<file path="src/rtl/weight_config_loader_if.sv">
// Host word stream into the weight configuration loader.
// The master is the host bridge; the slave is the loader.
interface weight_config_loader_if;
  logic        s_valid;
  logic        s_ready;
  logic [31:0] s_data;
  logic        s_last;

  modport master (output s_valid, output s_data, output s_last, input s_ready);
  modport slave  (input s_valid, input s_data, input s_last, output s_ready);
endinterface

</file>
<file path="src/rtl/weight_config_loader.sv">
// Parses framed host words (header + count weights) and broadcasts tagged weight strobes
// to the per-neuron weight memory controllers.
//
//  state | meaning
//  HDR   | next accepted word is a block header
//  WGT   | next accepted word is a weight of the current block
module weight_config_loader #(
  parameter int LAYER_BITS  = 8,
  parameter int NEURON_BITS = 12,
  parameter int COUNT_BITS  = 12
) (
  input  logic                   clk,
  input  logic                   reset,
  weight_config_loader_if.slave  host,
  output logic                   weight_valid,
  output logic [31:0]            weight_value,
  output logic [31:0]            config_layer_no,
  output logic [31:0]            config_neuron_no,
  output logic                   busy,
  output logic                   load_done,
  output logic                   err_short,
  output logic [15:0]            blocks_loaded
);

  typedef enum logic {HDR, WGT} state_t;

  state_t                 state;
  logic [LAYER_BITS-1:0]  layer;
  logic [NEURON_BITS-1:0] neuron;
  logic [COUNT_BITS-1:0]  rem;
  logic                   accept;

  assign accept = host.s_valid & host.s_ready;
  assign busy   = (state == WGT);

  always_ff @(posedge clk) begin
    if (reset) begin
      state            <= HDR;
      host.s_ready     <= 1'b0;
      layer            <= '0;
      neuron           <= '0;
      rem              <= '0;
      weight_valid     <= 1'b0;
      weight_value     <= '0;
      config_layer_no  <= '0;
      config_neuron_no <= '0;
      load_done        <= 1'b0;
      err_short        <= 1'b0;
      blocks_loaded    <= '0;
    end else begin
      host.s_ready <= 1'b1;
      weight_valid <= 1'b0;
      load_done    <= 1'b0;
      if (accept) begin
        case (state)
          HDR: begin
            layer  <= host.s_data[31 -: LAYER_BITS];
            neuron <= host.s_data[COUNT_BITS +: NEURON_BITS];
            rem    <= host.s_data[COUNT_BITS-1:0];
            if (host.s_data[COUNT_BITS-1:0] == '0) begin
              if (host.s_last) load_done <= 1'b1;
            end else if (host.s_last) begin
              err_short <= 1'b1;
            end else begin
              state <= WGT;
            end
          end
          WGT: begin
            // The tag is published only alongside a weight, never on the header beat.
            weight_valid     <= 1'b1;
            weight_value     <= host.s_data;
            config_layer_no  <= {{(32-LAYER_BITS){1'b0}}, layer};
            config_neuron_no <= {{(32-NEURON_BITS){1'b0}}, neuron};
            rem              <= rem - 1'b1;
            if (rem == COUNT_BITS'(1)) begin
              state <= HDR;
              if (blocks_loaded != 16'hFFFF) blocks_loaded <= blocks_loaded + 16'd1;
              if (host.s_last) load_done <= 1'b1;
            end else if (host.s_last) begin
              err_short <= 1'b1;
              state     <= HDR;
            end
          end
          default: state <= HDR;
        endcase
      end
    end
  end

endmodule
</file>
<file path="src/flat_wrapper.sv">
// flat-port wrapper written by rule: the top's interface ports become plain ports
module weight_config_loader_flat 
#(
  parameter int LAYER_BITS  = 8,
  parameter int NEURON_BITS = 12,
  parameter int COUNT_BITS  = 12
)
  (clk, reset, weight_valid, weight_value, config_layer_no, config_neuron_no, busy, load_done, err_short, blocks_loaded, host_s_valid, host_s_data, host_s_last, host_s_ready);
  weight_config_loader_if host_i ();
  input  logic clk;
  input  logic reset;
  output logic weight_valid;
  output logic [31:0] weight_value;
  output logic [31:0] config_layer_no;
  output logic [31:0] config_neuron_no;
  output logic busy;
  output logic load_done;
  output logic err_short;
  output logic [15:0] blocks_loaded;
  input wire logic [$bits(host_i.s_valid)-1:0] host_s_valid;
  input wire logic [$bits(host_i.s_data)-1:0] host_s_data;
  input wire logic [$bits(host_i.s_last)-1:0] host_s_last;
  output wire logic [$bits(host_i.s_ready)-1:0] host_s_ready;
  assign host_i.s_valid = host_s_valid;
  assign host_i.s_data = host_s_data;
  assign host_i.s_last = host_s_last;
  assign host_s_ready = host_i.s_ready;
  weight_config_loader #(.LAYER_BITS(LAYER_BITS), .NEURON_BITS(NEURON_BITS), .COUNT_BITS(COUNT_BITS)) u_core (.clk(clk), .reset(reset), .host(host_i), .weight_valid(weight_valid), .weight_value(weight_value), .config_layer_no(config_layer_no), .config_neuron_no(config_neuron_no), .busy(busy), .load_done(load_done), .err_short(err_short), .blocks_loaded(blocks_loaded));
endmodule
</file>
<file path="config.mk">
export PLATFORM = sky130hd
export DESIGN_NAME = weight_config_loader_flat
export DESIGN_NICKNAME = d
export VERILOG_FILES = /design/src/rtl/weight_config_loader_if.sv /design/src/rtl/weight_config_loader.sv /design/src/flat_wrapper.sv
export SDC_FILE = /design/constraint.sdc
export NUM_CORES = 1
export LEC_CHECK = 0
export ABC_AREA = 1
export CAP_MARGIN = 10
export CORE_ASPECT_RATIO = 0.75
export CORE_MARGIN = 3
export CORE_UTILIZATION = 43
export CTS_BUF_LIST = sky130_fd_sc_hd__clkbuf_2
export DETAILED_ROUTE_END_ITERATION = 8
export GPL_ROUTABILITY_DRIVEN = 0
export PLACE_DENSITY = 0.75
export SLEW_MARGIN = 15
export SYNTH_ARGS = -nofsm -noshare
export SYNTH_HDL_FRONTEND = slang
export SYNTH_SLANG_ARGS = --single-unit
</file>
<file path="constraint.sdc">
create_clock -name clk -period 1.4 [get_ports clk]
set_input_delay 0.21 -clock clk [delete_from_list [all_inputs] [get_ports clk]]
set_output_delay 0.21 -clock clk [all_outputs]
set_load 0.01 [all_outputs]
</file>
==> summary.md, run 1 <==
| Metric | Value |
|---|---|
| Finished Layout Cells | `between 900 and 1k` |
| Clock skew | `between 0.02 and 0.03 ns` |
| Synth cell types | `28` |
| Final global-route overflow total | `0` |
| Cell count after synthesis | `670` |
| Detailed-route DRC error count | `0` |
| Die ar. | `approximately 12000 sq um` |
| PD cells | `between 800 and 900 nW/um^2` |
| Critical Path RT | `1.94 ns` |
| Root Buffer | `clkbuf_2` |
| DP Wirelength | `around 9400 microns` |
| Final WS setup | `-0.173 ns` |
| Worst min path class | `in2reg` |
| Row count | `32` |
| Gr usage total | `a little over a fifth` |
| TritonCTS clock tree | `done` |
| Ant diodes | `0` |
| Longest Clk Path Bufs | `2` |
| DRT iter0 DRCs | `341` |
| Fill cells | `slightly above 900` |
| Die span in x | `~130 microns` |
| Worst skew pair latency | `between 0.5 and 0.6 ns` |
| Post-synthesis sequential area ratio | `44.2%` |
| Initial Util | `45.2%` |
| Num CTS Buffers | `9` |
| WP data arrival | `around 2.1 ns` |
| Mapped cell area | `4750 sq um` |
| Boundary Pins | `153` |
| Largest net degree at the start of global routing | `49` |
| Clock transition at the registers of the reported paths | `between 0.2 and 0.3 ns` |
| Final worst path period share | `112%` |
| CP Max Fanout | `8` |
| Area grow syn2layout | `43.4%` |
| Drt pass-1 iters | `5` |
| Post-layout net count | `between 800 and 900` |
| Final hold violations | `0` |
| Finished Core Util | `between 60% and 70%` |
| First-pass GRT wire length | `22100 microns` |
| Max Cap Violations | `0` |
| Status | `complete, but fails checks` |
| Post-route cell area | `approximately 7000 sq um` |
| Number of buffers added on ports | `108` |
| Leak | `around 3.3 nW` |
| CTS Hold Bufs | `0` |
| Synth Area per Inst | `7.10 sq um` |
| #FFs+latches synth | `approximately 110` |
| Final setup vio count | `29` |
| Initial antenna violation count | `0` |
| Vias in the first global route | `4592` |
| Failing checks | `setup timing` |
| Critical path type | `reg2reg` |
| Wire per inst | `approximately 14 microns` |
| Post-synth EDFFs | `0` |
| Chip height | `about 97 microns` |
| Clock Sinks | `105` |
| WL final | `about 14000 microns` |
| Fmax | `636 MHz` |
| Placed cells | `between 900 and 1k` |
| Post-DP Area | `roughly 6200 sq um` |
| Vias per inst | `roughly 4.9` |
| Ys Warns | `0` |
| Tmin final | `1.57 ns` |
| Max-slew violation count | `0` |
| Vias | `approximately 4.8k` |
| Dominant synthesized flop cell | `dfxtp_1` |
| Final antenna-violating net count | `0` |
| Layout cells sized above 1 | `between 30% and 40%` |
| RSZ-0062 raised after global routing | `true` |
| CP Capture Type | `register` |
| Core Area | `between 10000 and 15000 sq um` |
| Startpoint types | `register` |
| Maximum VDD drop | `around 0.00054 V` |
| Async set-reset flop share out of synthesis | `0%` |
| H-tree depth | `3` |
-- flip-flops by register name, summed over array words and instances, names as in the netlist --
signal and count:
u_core.weight_value 32, u_core.blocks_loaded 16, u_core.config_neuron_no 12, u_core.neuron 12
u_core.rem 12, u_core.config_layer_no 8, u_core.layer 8, u_core.busy 1
u_core.err_short 1, u_core.host.s_ready 1, u_core.load_done 1, u_core.weight_valid 1
-- cells in the final DEF (no fill, tap or decap), types with 32 or more instances in the layout --
cell type	Yosys	layout
nand3_1	38	32
o21ai_0	78	77
buf_6	2	62
inv_1	53	48
nor2_1	182	173
conb_1	1	44
nand2_1	74	69
buf_4	44	60
dfxtp_2	0	74
clkdlybuf4s50_1	0	35
-- logic make-up after synthesis --
family,after synthesis,share of synthesized area (%)
AO/OA/AOI/OAI,116,12.6
adder cells (fa/ha/maj),3,0.790
other,1,0.0789
buffers and inverters,132,14.5
XOR/XNOR,3,0.553
AND/OR/NAND/NOR,310,27.3
flip-flops,105,44.2
-- worst max-delay path, cell delays in order (launching register included) --
cell and delay (ns):
dfxtp_2 0.41, inv_2 0.08, ha_4 0.15, nand2_4 0.06
nor2_4 0.19, nand2_4 0.09, nor2_8 0.17, buf_12 0.13
nand3_2 0.07, nand2_1 0.07, nand2_1 0.04, nor2_1 0.08
-- area by class of cell --
class / count / area (sq um) / share of cell area, %
inverters: 57 / 216 / 3.18
clock inverters: 7 / 126 / 1.85
flip-flops and latches: 105 / 2200 / 32.3
well taps: 136 / 170 / 2.50
repair buffers: 192 / 1760 / 25.8
multi-input cells: 477 / 2300 / 33.7
clock buffers: 9 / 45.0 / 0.661
-- path summary, 6_finish.rpt --
path              slack [ns]  depth (start not counted)                                     to                     startpoint
setup / recovery       -0.17                         11  u_core.blocks_loaded[14]$_SDFFE_PP0P_     u_core.rem[1]$_SDFFE_PP0N_
hold / removal          0.19                          3   u_core.weight_value[25]$_SDFFE_PP0P_                host_s_data[25]
setup reg to reg       -0.17                         11  u_core.blocks_loaded[14]$_SDFFE_PP0P_     u_core.rem[1]$_SDFFE_PP0N_
hold reg to reg         0.47                          2          u_core.err_short$_SDFFE_PP0P_  u_core.err_short$_SDFFE_PP0P_
-- power by group --
group | switching, mW | leakage, nW | internal [mW]
clock | 1.05 | 0.0942 | 0.788
sequential | 0.0539 | 0.891 | 3.09
combinational | 0.473 | 2.34 | 0.372
total | 1.57 | 3.33 | 4.25
-- Yosys cell counts, types with 6 or more instances --
master	instances	area, sq um
a21oi_1	25	125
buf_2	10	50.1
buf_4	44	330
clkbuf_1	19	71.3
dfxtp_1	105	2100
inv_1	53	199
nand2_1	74	278
nand3_1	38	190
nor2_1	182	683
o21ai_0	78	390
o22ai_1	6	37.5
-- stage by stage --
stage / worst slack, ns / hold slack, ns / power (mW) / setup TNS (ns)
floorplan: -0.00273 / 0.345 / 3.68 / -0.0161
global placement: -0.266 / 0.438 / 3.95 / -16.87
detailed placement: -0.300 / 0.452 / 3.96 / -20.61
CTS: -0.115 / 0.132 / 5.80 / -2.53
global route: -0.256 / 0.118 / 6.09 / -5.51
finish: -0.173 / 0.188 / 5.83 / -2.44
-- what timing repair did --
| action | 4_1_cts | 5_1_grt |
|---|---|---|
| hold endpoints to repair | 0 | 0 |
| pin swaps | 10 | 10 |
| resized for setup | 415 | 62 |
| cloned | 1 | 0 |
| setup endpoints to repair | 91 | 97 |
| buffers inserted | 20 | 3 |
-- layer usage --
layer	track usage [%]	wire (microns)	vias to the layer above
met4	6.84	228	0
li1	-	-	2378
met3	5.22	766	16
met2	36.3	6900	133
met1	26.9	5700	2246
met5	0	0	-
Note: power is estimated with default switching activity, not from simulation.
==> run 2: changes to the inputs <==
--- a/config.mk
+++ b/config.mk
@@ -9,11 +9,12 @@
 export CAP_MARGIN = 10
 export CORE_ASPECT_RATIO = 0.75
 export CORE_MARGIN = 3
-export CORE_UTILIZATION = 43
+export CORE_UTILIZATION = 40
 export CTS_BUF_LIST = sky130_fd_sc_hd__clkbuf_2
+export CTS_CLUSTER_DIAMETER = 30
 export DETAILED_ROUTE_END_ITERATION = 8
 export GPL_ROUTABILITY_DRIVEN = 0
-export PLACE_DENSITY = 0.75
+export PLACE_DENSITY = 0.71
 export SLEW_MARGIN = 15
 export SYNTH_ARGS = -nofsm -noshare
 export SYNTH_HDL_FRONTEND = slang
==> summary.md, run 2 (synthesis gave the netlist of run 1 again) <==
| Metric | Value |
|---|---|
| Finished Core Util | `66.2% (+1.5 points)` |
| Clock skew | `0.0368 ns (+0.00970 ns)` |
| CP Max Fanout | `4 (-4)` |
| WL final | `15800 microns (+16%)` |
| Vias in the first global route | `4728 (+3.0%)` |
| Multi-input gate area | `2640 sq um (+15%)` |
| Top delay family on crit path | `buffers and inverters` |
| Longest Clk Path Bufs | `2 (unchanged)` |
| Number of buffers added on ports | `108 (unchanged)` |
| DRT iter0 DRCs | `406 (+19%)` |
| Final WS setup | `-0.260 ns (-0.0873 ns)` |
| Fill cells | `907 (-0.44%)` |
| Post-route cell area | `7460 sq um (+9.5%)` |
| Wire per inst | `15.2 microns (+9.9%)` |
| Die span in x | `132 microns (+3.5%)` |
| Final global-route overflow total | `0 (unchanged)` |
| Final worst path period share | `119% (+6.2 points)` |
| Final setup vio count | `65 (+120%)` |
| TritonCTS clock tree | `done` |
| Critical Path RT | `1.93 ns (about the same)` |
| CP most frequent cell | `buf_4` |
| Ant diodes | `0 (unchanged)` |
| PD cells | `745 nW/um^2 (-13%)` |
| CP Capture Type | `register` |
| Initial Util | `42.2% (-3.0 points)` |
| Final hold violations | `0 (unchanged)` |
| DP Wirelength | `9750 microns (+4.3%)` |
| Tmin final | `1.66 ns (+0.0873 ns)` |
| Worst min path class | `in2reg` |
| Setup TNS | `-5.88 ns (-3.45 ns)` |
| Detailed-route DRC error count | `0 (unchanged)` |
| Die ar. | `13200 sq um (+7.1%)` |
| CTS Hold Bufs | `0 (unchanged)` |
| Core Area | `11300 sq um (+7.0%)` |
| Final Total Pwr | `5.56 mW (-4.6%)` |
| Vias per inst | `4.96 (+2.1%)` |
| Startpoint types | `register` |
| Boundary Pins | `153 (unchanged)` |
| H-tree depth | `3 (unchanged)` |
| Max reg flops | `32 (unchanged)` |
| Post-DP Area | `6360 sq um (+2.0%)` |
| Post-layout net count | `914 (+3.7%)` |
| First-pass GRT wire length | `23100 microns (+4.5%)` |
| Num CTS Buffers | `9 (unchanged)` |
| RSZ-0062 raised after global routing | `true` |
| Storage cell area | `2200 sq um (unchanged)` |
| Layout cells sized above 1 | `44.8% (+9.7 points)` |
| Fmax | `602 MHz (-5.3%)` |
| Max-slew violation count | `0 (unchanged)` |
| Top Registers | `u_core.weight_value (32), u_core.blocks_loaded (16)` |
| Max Cap Violations | `0 (unchanged)` |
| Maximum VDD drop | `0.000670 V (+23%)` |
| Worst hold margin | `0.178 ns (-0.00981 ns)` |
| Row count | `33 (+3.1%)` |
| Buffer and inverter count on the worst path | `5 (+3)` |
| Crit path cell chain | `buf_6 -> ha_4 -> nand2_4 -> nor2_4 -> nand3_2 -> buf_4 -> buf_4 -> buf_4 -> inv_2 -> nand3_1 -> nand2_1 -> nor2_1` |
| Gr usage total | `21.2% (-0.22 points)` |
| Clock transition at the registers of the reported paths | `0.27 ns (-0.02 ns)` |
| Biggest cell delay along the critical path | `0.41 ns (about the same)` |
| Leak | `3.52 nW (+5.7%)` |
| Clock Sinks | `105 (unchanged)` |
| Most flops, register | `u_core.weight_value` |
| Initial antenna violation count | `0 (unchanged)` |
| Drt pass-1 iters | `6 (+1)` |
| Root Buffer | `clkbuf_2` |
| Area grow syn2layout | `56.9%` |
| Failing checks | `setup timing` |
| Worst skew pair latency | `0.61 ns (+0.02 ns)` |
| Most common cell after layout, fill and taps aside | `nor2_1` |
| WP data arrival | `2.19 ns (+0.07 ns)` |
| Chip height | `100 microns (+3.5%)` |
| Status | `complete, but fails checks` |
| Largest net degree at the start of global routing | `59 (+20%)` |
| Most frequent cells in the layout | `nor2_1 (134), o21ai_0 (77), dfxtp_2 (74), buf_4 (69), nand2_1 (66)` |
| Vias | `5139 (+7.7%)` |
| Critical path type | `reg2reg` |
| Final antenna-violating net count | `0 (unchanged)` |
| Crit-path slowest cell | `dfxtp_4` |
-- run 2: changes by cell type in the layout (fill, tap and decap cells not counted), moves of 8 or more --
cell     before  now
nand3_2       8   16
nor2_1      173  134
buf_2        29   44
nor2_4        6   26
buf_4        60   69
nor2_2        9   29
nand3_1      32   23
-- run 2: what timing repair did --
action | CTS | global route
resized for setup | 426 | 143
buffers inserted | 27 | 18
setup endpoints to repair | 104 | 94
pin swaps | 16 | 38
gates cloned | 4 | 3
-- run 2: worst min-delay path: stages --
cell and delay [ns]:
clkdlybuf4s50_1 0.40, inv_1 0.09, a21oi_1 0.06
-- run 2: per-layer routing --
metal  global-route usage (%)  part of all wire [%]
met5                        0                     0
met1                     27.3                    43
met2                     35.7                    49
met4                     6.05                   1.3
met3                     5.46                   6.9
-- run 2: final timing paths --
kind | startpoint | endpoint | slack [ns] | depth (start not counted)
worst min register to register | u_core.err_short$_SDFFE_PP0P_ | u_core.err_short$_SDFFE_PP0P_ | 0.48 | 2
worst max-delay path | u_core.blocks_loaded[1]$_SDFFE_PP0P_ | u_core.blocks_loaded[12]$_SDFFE_PP0P_ | -0.26 | 12
worst max register to register | u_core.blocks_loaded[1]$_SDFFE_PP0P_ | u_core.blocks_loaded[12]$_SDFFE_PP0P_ | -0.26 | 12
worst min-delay path | host_s_data[0] | u_core.weight_value[0]$_SDFFE_PP0P_ | 0.18 | 3
-- run 2: final cells by class --
class | count | area share [%]
well taps | 157 | 2.63
clock inverters | 6 | 0.788
clock buffers | 10 | 0.671
repair buffers | 224 | 27.9
flip-flops and latches | 105 | 29.5
multi-input cells | 478 | 35.4
inverters | 57 | 3.09
-- run 2: metrics by stage --
step                setup slack, ns  instances
floorplan                  -0.00273        713
global placement             -0.337        974
detailed placement           -0.395        974
CTS                          -0.172       1021
global route                 -0.323       1037
finish                       -0.260       1037
-- run 2: report_power, final --
| part | internal, mW | switching, mW |
|---|---|---|
| clock | 0.408 | 1.01 |
| sequential | 3.09 | 0.0678 |
| combinational | 0.432 | 0.544 |
| total | 3.93 | 1.62 |
